File: src/rtl/mod15361_pkg.sv
// Shared constants and the tag record carried alongside each reduction.
package mod15361_pkg;

    localparam int Q      = 15361;
    localparam int QHALF  = 7680;
    localparam int DW_IN  = 27;
    localparam int DW_OUT = 14;
    localparam int LAT    = 3;
    localparam int NREQ   = 4;
    localparam int IDW    = $clog2(NREQ);

    typedef struct packed {
        logic           valid;
        logic [IDW-1:0] id;
    } tag_t;

endpackage

File: src/rtl/mod15361_rr_sched_rr_arb.sv
// Round-robin priority pick: first asserted request at or after ptr, wrapping.
module rr_arb #(
    parameter int unsigned NREQ = 4,
    parameter int unsigned IDW  = 2
) (
    input  logic [NREQ-1:0] req,
    input  logic [IDW-1:0]  ptr,
    output logic [NREQ-1:0] grant,
    output logic [IDW-1:0]  grant_id,
    output logic            any
);

    int unsigned idx;

    always_comb begin
        grant    = '0;
        grant_id = '0;
        any      = 1'b0;
        idx      = 0;
        for (int unsigned k = 0; k < NREQ; k++) begin
            idx = (32'(ptr) + k) % NREQ;
            if (!any && req[idx]) begin
                any        = 1'b1;
                grant[idx] = 1'b1;
                grant_id   = IDW'(idx);
            end
        end
    end

endmodule

File: src/rtl/modmul15361s.sv
// Three-stage signed reducer: outZ == inZ (mod 15361), outZ in [-8192, 8191].
module modmul15361s (
    input  logic               clk,
    input  logic               rst,
    input  logic signed [26:0] inZ,
    output logic signed [13:0] outZ
);

    // 2^14 == 2^10 - 1 (mod 15361), so hi*2^14 + lo folds to hi*1023 + lo
    logic [23:0]        f1, s1;
    logic [19:0]        f2, s2;
    logic [16:0]        f3;
    logic signed [16:0] w;
    logic signed [13:0] corr;

    always_comb begin
        f1 = ({{11{inZ[26]}}, inZ[26:14]} << 10) - {{11{inZ[26]}}, inZ[26:14]}
             + {10'd0, inZ[13:0]};
        f2 = ({{10{s1[23]}}, s1[23:14]} << 10) - {{10{s1[23]}}, s1[23:14]}
             + {6'd0, s1[13:0]};
        f3 = ({{11{s2[19]}}, s2[19:14]} << 10) - {{11{s2[19]}}, s2[19:14]}
             + {3'd0, s2[13:0]};
        w  = f3;
        if (w > 17'sd23552)
            corr = 14'(w - 17'sd30722);
        else if (w > 17'sd8191)
            corr = 14'(w - 17'sd15361);
        else if (w < -17'sd8192)
            corr = 14'(w + 17'sd15361);
        else
            corr = 14'(w);
    end

    always_ff @(posedge clk) begin
        if (rst) begin
            s1   <= '0;
            s2   <= '0;
            outZ <= '0;
        end else begin
            s1   <= f1;
            s2   <= f2;
            outZ <= corr;
        end
    end

endmodule

File: src/rtl/mod15361_rr_sched.sv
// Shares one modmul15361s among NREQ requesters; tags ride a LAT-deep shadow pipe.
module mod15361_rr_sched
    import mod15361_pkg::*;
#(
    parameter int unsigned NREQ   = mod15361_pkg::NREQ,
    parameter int unsigned IDW    = mod15361_pkg::IDW,
    parameter int unsigned LAT    = mod15361_pkg::LAT,
    parameter int unsigned DW_IN  = mod15361_pkg::DW_IN,
    parameter int unsigned DW_OUT = mod15361_pkg::DW_OUT
) (
    input  logic                     clk,
    input  logic                     rst,
    input  logic [NREQ-1:0]          req_valid,
    output logic [NREQ-1:0]          req_ready,
    input  logic [NREQ*DW_IN-1:0]    req_data,
    output logic [NREQ-1:0]          resp_valid,
    output logic [IDW-1:0]           resp_id,
    output logic [DW_OUT-1:0]        resp_data,
    output logic                     busy,
    output logic [$clog2(LAT+1)-1:0] inflight
);

    localparam int unsigned CW = $clog2(LAT + 1);

    logic [IDW-1:0]   ptr, ptr_nxt;
    logic [NREQ-1:0]  grant;
    logic [IDW-1:0]   grant_id;
    logic             any;
    logic [DW_IN-1:0] in_z;
    logic [13:0]      out_z;
    tag_t             tags [LAT];
    logic [CW-1:0]    cnt;

    rr_arb #(
        .NREQ (NREQ),
        .IDW  (IDW)
    ) u_arb (
        .req      (req_valid),
        .ptr      (ptr),
        .grant    (grant),
        .grant_id (grant_id),
        .any      (any)
    );

    modmul15361s u_red (
        .clk  (clk),
        .rst  (rst),
        .inZ  (in_z),
        .outZ (out_z)
    );

    always_comb begin
        req_ready = rst ? '0 : grant;
        in_z      = any ? req_data[32'(grant_id)*DW_IN +: DW_IN] : '0;
        ptr_nxt   = (32'(grant_id) == NREQ - 1) ? '0 : grant_id + 1'b1;
    end

    always_ff @(posedge clk) begin
        if (rst) begin
            ptr <= '0;
            for (int unsigned k = 0; k < LAT; k++)
                tags[k] <= '0;
        end else begin
            if (any)
                ptr <= ptr_nxt;
            tags[0] <= any ? tag_t'{valid: 1'b1, id: grant_id} : '0;
            for (int unsigned k = 1; k < LAT; k++)
                tags[k] <= tags[k-1];
        end
    end

    always_comb begin
        resp_valid = '0;
        if (tags[LAT-1].valid)
            resp_valid[tags[LAT-1].id] = 1'b1;
        resp_id   = tags[LAT-1].id;
        resp_data = DW_OUT'(out_z);
        cnt       = '0;
        for (int unsigned k = 0; k < LAT; k++)
            cnt = cnt + CW'(tags[k].valid);
        inflight  = cnt;
        busy      = (cnt != '0);
    end

endmodule
File: config.mk
export PLATFORM = sky130hd
export DESIGN_NAME = mod15361_rr_sched
export DESIGN_NICKNAME = d
export VERILOG_FILES = /design/src/rtl/mod15361_pkg.sv /design/src/rtl/mod15361_rr_sched_rr_arb.sv /design/src/rtl/modmul15361s.sv /design/src/rtl/mod15361_rr_sched.sv
export SDC_FILE = /design/constraint.sdc
export NUM_CORES = 1
export LEC_CHECK = 0
export ABC_AREA = 1
export BUFFER_PORTS_ARGS = -buffer_cell sky130_fd_sc_hd__buf_2
export CAP_MARGIN = 20
export CORE_AREA = 5 5 178 180
export DETAILED_ROUTE_END_ITERATION = 8
export DIE_AREA = 0 0 183 185
export SLEW_MARGIN = 10
export SYNTH_ARGS = -nofsm -noshare
export SYNTH_HDL_FRONTEND = slang
export SYNTH_HIERARCHICAL = 1
export SYNTH_SLANG_ARGS = --single-unit
File: constraint.sdc
create_clock -name clk -period 10.5 [get_ports clk]
set_input_delay 1.05 -clock clk [delete_from_list [all_inputs] [get_ports clk]]
set_output_delay 1.05 -clock clk [all_outputs]
set_load 0.02 [all_outputs]
Yosys cells after proc, flatten, opt, wreduce, memory -nomap -nowiden

Memory sizes are Yosys's and may differ from the RTL's.
Cells that the tools add are included.

Flip-flop bits (word level): 60
Bits in latches: 0
Memory bits (writable): 9
ROM bits: 0
Input port bits: 114
Output and inout port bits: 27
Word-level logic and storage cells: 98
Memories: 1

$add $sub $neg: 15
$mul: 1
Div/mod/pow operators: 0
$lt $le $gt $ge: 13
Eq/ne operators: 1
Shift operators: 1
Multiplexer cells: 44
Bitwise operators: 6
Reductions and logical operators: 12

Memory list:

| name | words | bits a word | read ports | clocked after memory_dff | wr ports | RTL line                | source |
|---|---|---|---|---|---|---|---|
| tags | 3     | 3           | 3          | 0                        | 3        | mod15361_rr_sched.sv:31 | `tag_t tags [LAT];` |

Operators with widths:

| operator                                                                             | number |
|---|---|
| 108-bit by 8-bit indexed part select with 27-bit output                              | 1 |
| 14-bit two-way mux                                                                   | 3 |
| 27-bit two-way mux                                                                   | 1 |
| 24-bit by 14-bit adder with 24-bit output                                            | 1 |
| 4-bit two-way mux                                                                    | 6 |
| 23-bit by 13-bit subtractor with 24-bit output                                       | 1 |
| 20-bit by 14-bit adder with 20-bit output                                            | 1 |
| 20-bit subtractor                                                                    | 1 |
| 17-bit by 14-bit adder with 17-bit output                                            | 1 |
| 17-bit by 14-bit greater-than comparator with 1-bit output (second input constant)   | 1 |
| 17-bit by 16-bit greater-than comparator with 1-bit output (second input constant)   | 1 |
| 17-bit by 14-bit < comparator with 1-bit output (second input constant)              | 1 |
| 16-bit by 6-bit subtractor with 17-bit output                                        | 1 |
| 1-bit two-way mux                                                                    | 16 |
| 2-bit by 3-bit < comparator with 1-bit output (second input constant)                | 5 |
| 14-bit by 11-bit adder with 14-bit output (second input constant)                    | 1 |
| 14-bit by 11-bit subtractor with 14-bit output (second input constant)               | 1 |
| 14-bit by 12-bit subtractor with 14-bit output (second input constant)               | 1 |
| 3-bit two-way mux                                                                    | 4 |
| 4-bit bitwise OR                                                                     | 3 |
| 1-bit demux with 2-bit select                                                        | 5 |
| 2-bit by 1-bit greater-or-equal comparator with 1-bit output (second input constant) | 5 |
| 2-bit two-way mux                                                                    | 5 |
| 1-bit binary-select mux with 2-bit select                                            | 4 |
| other kinds (10)                                                                     | 23 |

Depth between registers and ports, before layout

Gate-level depths: netlist of run 1.

Depth in word-level cells: 17
Depth in mapped cells: 28

Cells and area by module

The synthesis of run 1 kept the hierarchy.

By module, submodules not included:

| module            | instances | cells each | area an instance (um^2) |
|---|---|---|---|
| modmul15361s      | 1         | 986        | 6,576.3 |
| mod15361_rr_sched | 1         | 373        | 1,805.5 |
| rr_arb            | 1         | 74         | 440.4 |

Least setup slack after synthesis of run 1

Ideal clock, no wire load.

Path type: input to register
From: in req_valid[3]
To: reg u_red.s1[22]
Library setup time: 0.070 ns
Arrival time: 4.359 ns
Data required time: 10.430 ns
Setup slack: 6.072 ns
Cell stages on the path: 23
Path buffers: 1
Path through: inv_1 -> nand2_1 -> nand3_4 -> nand2_4 -> nor2_1 -> a21oi_1 -> nand3_1 -> inv_2 -> buf_4 -> nand2_1 -> nand3_1 -> a21oi_1 -> inv_1 -> ha_1 -> ha_1 -> nand2_1 -> nor4_1 -> nand4_1 -> nand3_1 -> nand3_1 -> nand2_1 -> o21ai_0 -> a21oi_1

Longest elaborated chain between the ends: 17
Elaborated cells on any way between the ends: 27
Those cells by class: add/sub (2); mul (1); shift (1); mux (17); reduce/logical (6)

RTL lines:

| what                                                        | RTL line                       | source |
|---|---|---|
| start, declared                                             | mod15361_rr_sched.sv:13        | `input logic [NREQ-1:0] req_valid,` |
| 1-bit binary-select mux with 2-bit select                   | mod15361_rr_sched_rr_arb.sv:22 | `if (!any && req[idx]) begin` |
| 1-bit two-way mux (not written as such)                     | mod15361_rr_sched_rr_arb.sv:22 |  |
| 1-bit two-way mux                                           | mod15361_rr_sched_rr_arb.sv:22 |  |
| 1-bit logical NOT                                           | mod15361_rr_sched_rr_arb.sv:22 |  |
| 1-bit logical AND                                           | mod15361_rr_sched_rr_arb.sv:22 |  |
| 1-bit two-way mux                                           | mod15361_rr_sched_rr_arb.sv:22 |  |
| 1-bit logical NOT                                           | mod15361_rr_sched_rr_arb.sv:22 |  |
| 1-bit logical AND                                           | mod15361_rr_sched_rr_arb.sv:22 |  |
| [3 not listed]                                              | -                              |  |
| 2-bit two-way mux (*)                                       | mod15361_rr_sched_rr_arb.sv:22 |  |
| named net grant_id[0]                                       | mod15361_rr_sched.sv:27        | `logic [IDW-1:0] grant_id;` |
| 2-bit by 5-bit multiplier with 7-bit output (*)             | mod15361_rr_sched.sv:54        | `in_z = any ? req_data[32'(grant_id)*DW_IN +: DW_IN] : '0;` |
| 108-bit by 8-bit indexed part select with 27-bit output (*) | mod15361_rr_sched.sv:54        |  |
| 27-bit two-way mux (*)                                      | mod15361_rr_sched.sv:54        |  |
| named net in_z[26]                                          | mod15361_rr_sched.sv:29        | `logic [DW_IN-1:0] in_z;` |
| 23-bit by 13-bit subtractor with 24-bit output (*)          | modmul15361s.sv:17             | `f1 = ({{11{inZ[26]}}, inZ[26:14]} << 10) - {{11{inZ[26]}}, inZ[26:14]}` |
| 24-bit by 14-bit adder with 24-bit output (*)               | modmul15361s.sv:18             | `+ {10'd0, inZ[13:0]};` |
| end signal, assigned                                        | modmul15361s.sv:36             | `s1 <= '0;` |
| end signal, assigned                                        | modmul15361s.sv:40             | `s1 <= f1;` |
| end, declared                                               | modmul15361s.sv:10             | `logic [23:0] f1, s1;` |

Mark *: on every way through the listed nets, which the timed path passes. The rest lies on a longest branch. The select of a mux whose other input is x is not followed.
A chain may end at the register's enable or synchronous reset.

Worst setup path after layout of run 1

From: reg ptr[0]
To: reg u_red.s1[22]

Longest elaborated chain between the ends: 17
Elaborated cells on any way between the ends: 30
Those cells by class: add/sub (5); mul (1); shift (1); mux (17); reduce/logical (6)

RTL lines:

| what                                                                            | RTL line                       | source |
|---|---|---|
| start, declared                                                                 | mod15361_rr_sched.sv:25        | `logic [IDW-1:0] ptr, ptr_nxt;` |
| start signal, assigned                                                          | mod15361_rr_sched.sv:65        | `ptr <= ptr_nxt;` |
| branches (longest 11 deep; another with 2-bit by 1-bit adder with 2-bit output) | -                              |  |
| 2-bit two-way mux (*)                                                           | mod15361_rr_sched_rr_arb.sv:22 |  |
| named net grant_id[0]                                                           | mod15361_rr_sched.sv:27        |  |
| 2-bit by 5-bit multiplier with 7-bit output (*)                                 | mod15361_rr_sched.sv:54        |  |
| 108-bit by 8-bit indexed part select with 27-bit output (*)                     | mod15361_rr_sched.sv:54        |  |
| 27-bit two-way mux (*)                                                          | mod15361_rr_sched.sv:54        |  |
| named net in_z[26]                                                              | mod15361_rr_sched.sv:29        |  |
| 23-bit by 13-bit subtractor with 24-bit output (*)                              | modmul15361s.sv:17             |  |
| 24-bit by 14-bit adder with 24-bit output (*)                                   | modmul15361s.sv:18             |  |

Mark *: on every way through the listed nets, which the timed path passes. The select of a mux whose other input is x is not followed.

==> results of run 1 <==
[final timing paths]
check	slack, ps	startpoint	end
worst max-delay path	4310	ptr[0]	u_red/s1[22]
worst min-delay path	400	tags[0][1]	tags[0][4]
worst max register to register	4310	ptr[0]	u_red/s1[22]
worst min register to register	400	tags[0][1]	tags[0][4]
[per-stage QoR]
step	utilization	std cells	setup WS (ps)	hold WS, ps	instance area (um2)
after floorplan	-	1433	6070	388	8820
after global placement	0.327	1938	4260	395	9810
after detailed placement	0.327	1938	4280	393	9810
after CTS	0.337	1954	4360	401	10100
after global routing	0.337	1954	3730	423	10100
final	0.337	1954	4310	401	10100
[metal layers]
layer  track usage  wire [um]
met1         0.198      11800
met2         0.258      11200
met3        0.0224       1150
met5             0          0
met4        0.0396        443
[logic make-up (layout without fill, tap and decap cells)]
group	after synthesis	count (layout)	share of synthesized area
buffers and inverters	328	453	0.153
xor gates and xnor gates	21	21	0.0208
DFF	69	69	0.157
adders and majority gates	127	127	0.195
AOI/OAI and AO/OA	230	230	0.139
and+or+nand+nor	658	658	0.335
[final cells by class]
| cell class | count | area share |
|---|---|---|
| clock buffer | 11 | 0.0240 |
| clock inverter | 5 | 0.00594 |
| inverter | 293 | 0.109 |
| multi-input combinational | 1036 | 0.603 |
| sequential | 69 | 0.137 |
| tap | 396 | 0.0490 |
| timing repair buffer | 144 | 0.0723 |
[synth_stat cells, types with 2 or more instances]
master and number:
buf_2 10, a21o_1 2, nand3_1 119, o211ai_1 2, nand2_4 4, o21a_1 8
nor2_1 87, o31ai_1 2, nand4_1 22, buf_6 9, a21boi_0 6, nor4_1 3
a21oi_1 130, clkbuf_1 7, buf_4 9, xnor2_1 4, ha_1 109, a31oi_1 5
o21ai_0 58, nor3_1 12, fa_1 18, o21ai_1 11, nand2_1 355, dfxtp_1 69
nand3_2 9, inv_1 272, nor2_4 2, nor2_2 8, inv_2 20, xor2_1 17
nand2_2 30, nand3_4 3, o21bai_1 4
[state kept, by name (all words and copies together) (netlist names)]
signal	flops
ptr	2
u_red/s1	24
u_red/s2	20
u_red/outZ	14
tags	9
[worst min-delay path: stages, from the launching register on]
cell	delay [ps]
dfxtp_1	290
inv_1	40
nor2_1	30
==> summary.md, run 1 <==
| Metric | Value |
|---|---|
| Outcome | completed |
| FF+latch count, synth | 69 |
| Total number of H-tree levels | 3 |
| Core area | ~30000 um2 |
| Critical path's top delay family | simple AND/OR/NAND/NOR gates |
| Hpwl dp | slightly above 20000 um |
| Commonest non-fill, non-tap cell in the layout | nand2_1 |
| CTS tree | built |
| # setup viols final | 0 |
| Synth Net Count | between 1500 and 2000 |
| Startpoint types | flip-flop |
| Initial antenna violation count | 0 |
| WL per Instance | 12.6 um |
| Ys Warns | 6 |
| Initial DRC Count | a little over 400 |
| Ant diodes | 0 |
| CP max FO | 57 |
| Filler cell count | between 3000 and 4000 |
| Top FF cell, synth | dfxtp_1 |
| Clock sinks | 69 |
| Initial core utilization | 0.294 |
| Post-synthesis sequential area ratio | 0.157 |
| Synth-to-Final Area Change | 14.6% |
| Synth top area share | 0.157 |
| Setup Crit Path Kind | flip-flop to flip-flop |
| Distinct cells, synth | 40 |
| Largest net degree at the start of global routing | 58 |
| Period Utilization, post-route | 0.589 |
| Syn_area_per_cell | slightly above 6 um2 |
| Setup repair bufs after CTS | 0 |
| Ports | between 100 and 150 |
| Clk pin slew, worst setup/hold paths | 60 ps |
| Fin nets | around 1800 |
| FF/Latch Area | roughly 1400 um2 |
| Peak Freq | around 0.16 GHz |
| DR vias | 9011 |
| Cell count of the worst reg-to-reg path | 24 |
| Die area | between 30000 and 40000 um2 |
| Rows | 64 |
| First-pass GRT wire length | 42900 um |
| Chip width | around 180 um |
| Share of cells above drive strength 1 | 0.153 |
| Die Y | between 150 and 200 um |
| Post-synth EDFFs | 0 |
| Post-synthesis instance total | 1433 |
| Mapped Area | between 8000 and 9000 um2 |
| Cells along the critical path | inv_2 > ha_1 > inv_1 > nand3_1 > nand2_1 > nor2_1 > a21oi_1 > nand3_2 > buf_4 > inv_2 > nand2_1 > nand3_1 > a21oi_1 > inv_1 > ha_1 > ha_1 > nand2_1 > nor4_1 > nand4_1 > nand3_1 > nand3_1 > nand2_1 > o21ai_0 > a21oi_1 |
| Clock latency on the worst-skew pair | ~340 ps |
| Clock buffer count from CTS | 9 |
| Hold Path Class | flip-flop to flip-flop |
| Critical path's slowest cell | dfxtp_1 |
| Most frequent cells in the layout | nand2_1, inv_1, buf_2 |
| Worst EP arrival | 6450 ps |
| Crit end category | flip-flop |
| Final min period | slightly above 6000 ps |
| First-pass iteration count of the detailed router | 7 |
| Setup TNS Final | 0 ps |
| CTS Root Cell | clkbuf_16 |
| Synth top area cells | dfxtp_1, ha_1, nand2_1 |
| Vias per inst | 4.61 |
| Cell taking the most area after synthesis | dfxtp_1 |
| Clock Path Buffers | 2 |
| GRT Total Usage | 0.150 |
| Overflow after GRT | 0 |
| Buffers plus inverters on the worst setup path | 5 |
| Ys async rst share | 0 |
| Area of the multi-input gates | between 6000 and 7000 um2 |
| Required @ worst endpoint | 10770 ps |
| DRT antenna net count | 0 |
| WHS Path Cells | 2 |
| Setup Skew | approximately 11 ps |
| Hold Violations, Final | 0 |
| Max-slew violation count | 0 |
| Cts hold-fix bufs | 0 |
| DRC | 0 |
| Worst path depth | 24 |
| Routed wire length | about 25000 um |
| Number of port buffers | between 100 and 150 |
| RSZ-0062 raised after global routing | false |
| Worst path max stage delay | 540 ps |
| Max_slew headroom | 0.338 |
| Worst-margin pin slew | 991 ps |
| Max_cap viols | 0 |
| Post-CTS sizing | 0 |
| GPL Wtd Cong | about 0.90 |
| Vias in the first global route | between 9000 and 10000 |
Power of run 1 is left out: the tool's default activity adds up to more than one toggle a clock period on the data nets, which glitch-free logic cannot reach.
==> inputs of run 2 (changes only) <==
==> constraint.sdc (replaced) <==
create_clock -name clk -period 5.2 [get_ports clk]
set_input_delay 0.52 -clock clk [delete_from_list [all_inputs] [get_ports clk]]
set_output_delay 0.52 -clock clk [all_outputs]
set_load 0.02 [all_outputs]
==> summary.md, run 2 (synthesized netlist as in run 1, its figures left out) <==
| Metric | Value |
|---|---|
| Setup TNS Final | 0 ps (unchanged) |
| Clock latency on the worst-skew pair | 340 ps (about the same) |
| Critical path's slowest cell | fa_1 |
| Startpoint types | flip-flop |
| Die Y | 185 um (unchanged) |
| Max-slew violation count | 0 (unchanged) |
| Clock Path Buffers | 2 (unchanged) |
| Crit Reg-Reg Endpoint | u_red/s1[19] |
| Setup Crit Path Kind | flip-flop to flip-flop |
| Setup Skew | 14.6 ps (+3.30 ps) |
| CTS Root Cell | clkbuf_16 |
| Routed wire length | 24600 um (about the same) |
| Max_slew headroom | 0.488 (+0.150) |
| GPL Wtd Cong | 0.929 (+3.1%) |
| Most frequent cells in the layout | nand2_1, inv_1, buf_2 |
| Cell count of the worst reg-to-reg path | 26 (+8.3%) |
| Area of the multi-input gates | 6110 um2 (+0.16%) |
| Buffers plus inverters on the worst setup path | 5 (unchanged) |
| First-pass iteration count of the detailed router | 5 (-2) |
| DR vias | 9170 (+1.8%) |
| Overflow after GRT | 0 (unchanged) |
| Ports | 141 (unchanged) |
| DRT antenna net count | 0 (unchanged) |
| Clk pin slew, worst setup/hold paths | 60 ps (about the same) |
| Final min period | 4770 ps (-1420 ps) |
| Initial core utilization | 0.294 (unchanged) |
| Clock buffer count from CTS | 9 (unchanged) |
| Core area | 30000 um2 (unchanged) |
| Reg2Reg Setup Slack | 430 ps (-3880 ps) |
| FF-to-FF Start | ptr[0] |
| FF/Latch Area | 1380 um2 (unchanged) |
| Ant diodes | 0 (unchanged) |
| CP max FO | 31 (-46%) |
| Hpwl dp | 20200 um (-1.4%) |
| Initial antenna violation count | 0 (unchanged) |
| Chip width | 183 um (unchanged) |
| Cts hold-fix bufs | 0 (unchanged) |
| Total number of H-tree levels | 3 (unchanged) |
| First-pass GRT wire length | 42100 um (-1.9%) |
| CP most frequent cell | a21oi_1 |
| GRT Total Usage | 0.147 (-0.00305) |
| Crit end category | flip-flop |
| Peak Freq | 0.210 GHz (+30%) |
| Commonest non-fill, non-tap cell in the layout | nand2_1 |
| Biggest regs | u_red/s1 (24), u_red/s2 (20), u_red/outZ (14) |
| Critical path's top delay family | compound AO/OA/AOI/OAI gates |
| WHS Path Cells | 2 (unchanged) |
| Vias per inst | 4.67 (+1.3%) |
| WL per Instance | 12.5 um (-0.45%) |
| Vias in the first global route | 8997 (-0.89%) |
| # setup viols final | 0 (unchanged) |
| Most flops, register | u_red/s1 |
| Filler cell count | 3294 (-1.1%) |
| RSZ-0062 raised after global routing | false |
| Largest net degree at the start of global routing | 57 (-1.7%) |
| Worst EP arrival | 5030 ps (-1420 ps) |
| Hold Violations, Final | 0 (unchanged) |
| Die area | 33900 um2 (unchanged) |
| Post-Place Setup Slack | 305 ps (-3970 ps) |
| Synth-to-Final Area Change | 16.1% |
| Rows | 64 (unchanged) |
| Max_cap viols | 0 (unchanged) |
| Initial DRC Count | 657 (+61%) |
| Period Utilization, post-route | 0.916 (+0.327) |
| Worst path max stage delay | 420 ps (-120 ps) |
| Clock sinks | 69 (unchanged) |
| Share of cells above drive strength 1 | 0.161 (+0.00742) |
| CTS tree | built |
| Worst Hold End | tags[0][4] |
| Worst Hold Launch | tags[0][1] |
| DRC | 0 (unchanged) |
| Outcome | completed |
| Number of port buffers | 140 (unchanged) |
| Final worst slack | 434 ps (-3880 ps) |
| Worst-margin pin slew | 767 ps (-224 ps) |
| Fin nets | 1803 (+0.50%) |
| Hold Path Class | flip-flop to flip-flop |
| Required @ worst endpoint | 5470 ps (-5300 ps) |
| Largest register FFs | 24 (unchanged) |
==> run 2: stage by stage <==
| stage | std cells | area, um2 | hold slack (ps) | utilization |
|---|---|---|---|---|
| after floorplan | 1433 | 8820 | 388 | - |
| after global placement | 1943 | 9850 | 390 | 0.328 |
| after detailed placement | 1944 | 9860 | 396 | 0.328 |
| after CTS | 1960 | 10200 | 406 | 0.339 |
| after global routing | 1963 | 10200 | 413 | 0.341 |
| final | 1963 | 10200 | 403 | 0.341 |
==> run 2: how the worst max path moves through the flow <==
stage / start / endpoint / slack [ps] / depth (start not counted)
after detailed placement: ptr[0] / u_red/s1[19] / 310 / 26
final: ptr[0] / u_red/s1[19] / 430 / 26
after CTS: ptr[0] / u_red/s1[19] / 260 / 26
after global placement: ptr[0] / u_red/s1[19] / 370 / 26
after floorplan: ptr[0] / u_red/s1[22] / 980 / 24
after global routing: ptr[1] / u_red/s1[19] / 50 / 24
==> run 2: per-layer routing <==
metal	vias to the layer above	wire length (um)	global-route usage
met4	0	405	0.0384
li1	4804	-	-
met1	4055	11900	0.203
met5	-	0	0
met3	32	1280	0.0210
met2	279	11000	0.243
==> run 2: tightest hold or removal path, cell delays in order, from the launching register on <==
cell     delay (ps)
dfxtp_1         290
inv_1            40
nor2_1           30
==> run 2: layout make-up <==
cell class                      instances  share of cell area
Inverter                              293               0.108
Clock buffer                            9              0.0220
Sequential cell                        69               0.135
Clock inverter                          7              0.0103
Tap cell                              396              0.0484
Multi-Input combinational cell       1036               0.596
Timing Repair Buffer                  153              0.0798
==> run 2: timing repair <==
item	CTS	global route
resized for setup	0	11
setup buffers	0	3
endpoints found under the setup margin	0	9
Power of run 2 is left out for the same reason.
